[src/rtl/if_prefetch_queue.sv]
// Instruction prefetch FIFO owning the fetch PC; head entry visible 1 cycle after its fetch edge.
// Stall holds the head while fetch fills free slots; redirect flushes the queue and reloads the PC.
module if_prefetch_queue #(
  parameter int DEPTH  = 4,
  parameter int ADDR_W = 10
) (
  input  logic                       clk,
  input  logic                       reset,
  input  logic                       stall,
  input  logic                       redirect,
  input  logic [ADDR_W-1:0]          redirect_addr,
  output logic [ADDR_W-1:0]          imem_addr,
  input  logic [31:0]                imem_data,
  output logic                       out_valid,
  output logic [ADDR_W-1:0]          out_pc_plus4,
  output logic [31:0]                out_instr,
  output logic [$clog2(DEPTH+1)-1:0] count
);

  localparam int PTR_W = $clog2(DEPTH);
  localparam int CNT_W = $clog2(DEPTH+1);
  localparam logic [CNT_W-1:0]  FULL_CNT   = CNT_W'(DEPTH);
  localparam logic [ADDR_W-1:0] ALIGN_MASK = {{(ADDR_W-2){1'b1}}, 2'b00};

  typedef struct packed {
    logic [ADDR_W-1:0] pc_plus4;
    logic [31:0]       instr;
  } entry_t;

  logic [ADDR_W-1:0] pc_q, pc_d;
  logic [PTR_W-1:0]  wr_ptr_q, wr_ptr_d;
  logic [PTR_W-1:0]  rd_ptr_q, rd_ptr_d;
  logic [CNT_W-1:0]  count_q, count_d;
  entry_t            mem_q [DEPTH];
  entry_t            mem_d [DEPTH];

  logic              pop;
  logic              push;
  logic [ADDR_W-1:0] pc_plus4;

  assign pc_plus4 = pc_q + ADDR_W'(4);
  assign out_valid = (count_q != '0);
  assign pop  = out_valid & ~stall;
  // A full queue may still accept a fetch when the head leaves in the same cycle.
  assign push = ~redirect & ((count_q < FULL_CNT) | pop);

  always_comb begin
    pc_d     = pc_q;
    wr_ptr_d = wr_ptr_q;
    rd_ptr_d = rd_ptr_q;
    count_d  = count_q;
    mem_d    = mem_q;

    if (redirect) begin
      pc_d     = redirect_addr & ALIGN_MASK;
      wr_ptr_d = '0;
      rd_ptr_d = '0;
      count_d  = '0;
    end else begin
      if (push) begin
        mem_d[wr_ptr_q] = '{pc_plus4: pc_plus4, instr: imem_data};
        wr_ptr_d        = wr_ptr_q + PTR_W'(1);
        pc_d            = pc_plus4;
      end
      if (pop) begin
        rd_ptr_d = rd_ptr_q + PTR_W'(1);
      end
      case ({push, pop})
        2'b10:   count_d = count_q + CNT_W'(1);
        2'b01:   count_d = count_q - CNT_W'(1);
        default: count_d = count_q;
      endcase
    end
  end

  always_ff @(posedge clk) begin
    if (reset) begin
      pc_q     <= '0;
      wr_ptr_q <= '0;
      rd_ptr_q <= '0;
      count_q  <= '0;
    end else begin
      pc_q     <= pc_d;
      wr_ptr_q <= wr_ptr_d;
      rd_ptr_q <= rd_ptr_d;
      count_q  <= count_d;
    end
  end

  always_ff @(posedge clk) begin
    mem_q <= mem_d;
  end

  assign imem_addr    = pc_q;
  assign count        = count_q;
  assign out_pc_plus4 = out_valid ? mem_q[rd_ptr_q].pc_plus4 : '0;
  assign out_instr    = out_valid ? mem_q[rd_ptr_q].instr    : '0;

endmodule

[config.mk]
export PLATFORM = sky130hd
export DESIGN_NAME = if_prefetch_queue
export DESIGN_NICKNAME = d
export VERILOG_FILES = /design/src/rtl/if_prefetch_queue.sv
export SDC_FILE = /design/constraint.sdc
export NUM_CORES = 1
export LEC_CHECK = 0
export ABC_AREA = 1
export BUFFER_PORTS_ARGS = -buffer_cell sky130_fd_sc_hd__buf_2
export CORE_ASPECT_RATIO = 0.75
export CORE_MARGIN = 2
export CORE_UTILIZATION = 61
export CTS_BUF_LIST = sky130_fd_sc_hd__clkbuf_4 sky130_fd_sc_hd__clkbuf_8 sky130_fd_sc_hd__clkbuf_16
export DETAILED_ROUTE_END_ITERATION = 16
export GPL_TIMING_DRIVEN = 0
export PLACE_DENSITY = 0.84
export SKIP_CTS_REPAIR_TIMING = 1
export SLEW_MARGIN = 20
export SYNTH_ARGS = -nofsm -noshare
export SYNTH_HDL_FRONTEND = slang
export SYNTH_SLANG_ARGS = --single-unit
[constraint.sdc]
create_clock -name clk -period 5.9 [get_ports clk]
set_input_delay 0.295 -clock clk [delete_from_list [all_inputs] [get_ports clk]]
set_output_delay 0.295 -clock clk [all_outputs]
set_load 0.02 [all_outputs]
==> results.ini <==
[final_layout]
area_growth_pct=19.5
final_nets=792
final_cell_area_sq_mm=0.00856
num_antenna_cells=0
stdcell_count=913
drive_gt1_share_pct=22.6

[global_route]
grt_pass1_wl_um=25000
grt_antenna_before_repair=1
grt_max_degree=24
grtUsageTotal_pct=26.4
grt_pass1_vias=5095
overflow=0

[drt]
drtIter0Drc=532
dr_total_vias=5106
post_drt_via_cell_ratio=5.59
first_pass_iters=5
routed_wl_um=16400
routedWlPerCell_um=17.9
final_antenna_net_count=0
detail_route.drc_violations=0

[sta]
fin_crit_sh_pct=40.5
finalSetupViolCount=0
max_freq_ghz=0.418
hold_viol=0
maxSlewViolCount=0
finalSetupTns_ps=0
worst_slew_pin_slew_ps=715
holdWs_ps=78.0
maxSlewHeadroom_pct=52.2
rsz0062_at_grt=no
skew_ps=7.55
fin_crit_ps=2390

[clock_tree]
cts_tree=yes
cts.htree.levels=4
clock_sinks=175
numCtsBuffers=17
clk_latency_ps=430
cts_root_buf=clkbuf_16
path_clk_slew_ps=60
cts_buffer_depth=2

[placed_design]
place_congestion=0.855
port_buffers=94
placed_cells=882
place_area_sq_mm=0.00796
hpwl_um=10400

[critical_path]
worstSetupEndpoint=out_pc_plus4[8]
reg2reg_from=count[2]
end_kind=output port
startpoint_type=flop
cp_max_fo=10
crit_path_cell_trace=inv_1 -> nand3_1 -> inv_1 -> clkbuf_1 -> a21oi_1 -> buf_2
r2r_cells=11
r2r-end=count[2]
worst-r2r-setup-slack_ps=3680
required_ps=5610
critical_path_class=reg -> out
crit_top_cell=inv_1
cp_slowest_cell=clkbuf_1
cpPeakStageDelay_ps=500
crit_path_start=count[0]
crit_arrival_ps=2100

[yosys]
synth_top_cell_area_share_pct=67.1
syn_avg_cell_area_sq_um=11.6
synth_commonest_cells=171 x nor2_1, 160 x edfxtp_1, 72 x o21ai_0, 53 x a21oi_1, 31 x nand2_1
async_flop_share_pct=0
yosysTopAreaCell=edfxtp_1
synth_warnings=0
ys_seq_area_share_pct=71.3
synthFlopType=edfxtp_1
syn_area_sq_mm=0.00716
yosysMostFrequentCell=nor2_1
ys_types=26
ys_ff_latch=175
synth_area_leaders=edfxtp_1 67%, nor2_1 9.0%, o21ai_0 5.0%
synth_edf_count=160
syn_inst=619

[die]
placementRows=34
die_y_um=97.8
ios=102
core_sq_mm=0.0115
initial_core_util_pct=62.1
die_w_um=129
dieArea_sq_mm=0.0126

[power]
finalPower_w=0.00278
leakagePower_nw=3.29
p_per_area_mw_per_mm2=325
ir_worst_vdd_mv=0.225

[run]
maxCapViolCount=0

[outcome]
status=complete, no violations

[min_path]
hp-class=in -> reg
min_path_cells=1

[layout make-up]
class                           instances  area, sq um
Clock buffer                           18          433
Sequential cell                       175         5100
Buffer                                 37          224
Fill cell                             766         2970
Timing Repair Buffer                   98          558
Inverter                               31          116
Clock inverter                         13          163
Multi-Input combinational cell        379         1760
Tap cell                              162          203
[cell families (layout without fill, tap and decap cells)]
| kind of cell | after synthesis | count (layout) | synth area share (%) |
|---|---|---|---|
| AO/OA/AOI/OAI | 149 | 149 | 10.5 |
| buffers and inverters | 68 | 197 | 4.75 |
| flip-flops | 175 | 175 | 71.3 |
| adder cells (fa/ha/maj) | 7 | 7 | 1.33 |
| AND/OR/NAND/NOR | 216 | 216 | 11.7 |
| other | 1 | 4 | 0.0524 |
| XOR/XNOR | 3 | 3 | 0.367 |
[how the worst min path moves through the flow]
stage / start / end / slack [ps]
global placement: wr_ptr_q[0] / wr_ptr_q[0] / 480
detailed placement: wr_ptr_q[0] / wr_ptr_q[0] / 490
floorplan: imem_data[0] / mem_q[0] / 390
CTS: imem_data[20] / mem_q[104] / 70
finish: imem_data[20] / mem_q[104] / 80
global route: imem_data[0] / mem_q[42] / 80
[critical path: cells and delay by family (launching register included)]
| kind | cells | cell delay, ps |
|---|---|---|
| AO/OA/AOI/OAI | 1 | 140 |
| buffers and inverters | 4 | 1020 |
| flip-flops | 1 | 320 |
| AND/OR/NAND/NOR | 1 | 190 |
[cell usage in the layout, fill, tap and decap left out]
cell	n
buf_4	10
nor2_1	167
ha_1	6
clkinv_1	1
bufinv_16	3
a21boi_0	1
nand3_1	8
buf_2	113
o21ai_1	21
a21oi_1	53
xor2_1	1
nor2_2	1
clkbuf_16	17
inv_1	29
clkinvlp_4	5
inv_6	3
o21ai_0	72
and2_1	3
clkbuf_4	1
clkinv_2	1
edfxtp_1	160
buf_6	3
nand2_2	1
xnor2_1	2
dfxtp_1	15
a31oi_1	2
buf_16	1
clkbuf_2	1
clkbuf_1	4
inv_2	2
buf_12	3
nand2_1	31
nor2_4	5
conb_1	4
fa_1	1
[stage by stage]
step	utilization, %	setup slack [ps]
finish	74.2	3510
global route	74.2	3460
CTS	74.2	3560
detailed placement	69.1	3640
global placement	68.1	1600
floorplan	-	2950
[layer usage]
| metal | vias up | global-route usage (%) | wire length, um |
|---|---|---|---|
| met4 | 2 | 9.28 | 211 |
| li1 | 2379 | - | - |
| met1 | 2417 | 34.4 | 6590 |
| met5 | - | 0 | 11 |
| met2 | 280 | 44.3 | 8140 |
| met3 | 28 | 6.03 | 1420 |
[power by group]
part	internal, W	leakage, nW	total (W)	switching [W]
clock	0.000669	0.276	0.00112	0.000455
combinational	0.0000742	1.42	0.000242	0.000167
sequential	0.00140	1.60	0.00141	0.0000152
total	0.00214	3.29	0.00278	0.000638
[sequential cells by signal, indices dropped and copies added (netlist names)]
register and count:
mem_q 160, imem_addr 8, count 3, rd_ptr_q 2
wr_ptr_q 2
No activity file was read; power rests on OpenSTA's default activity.
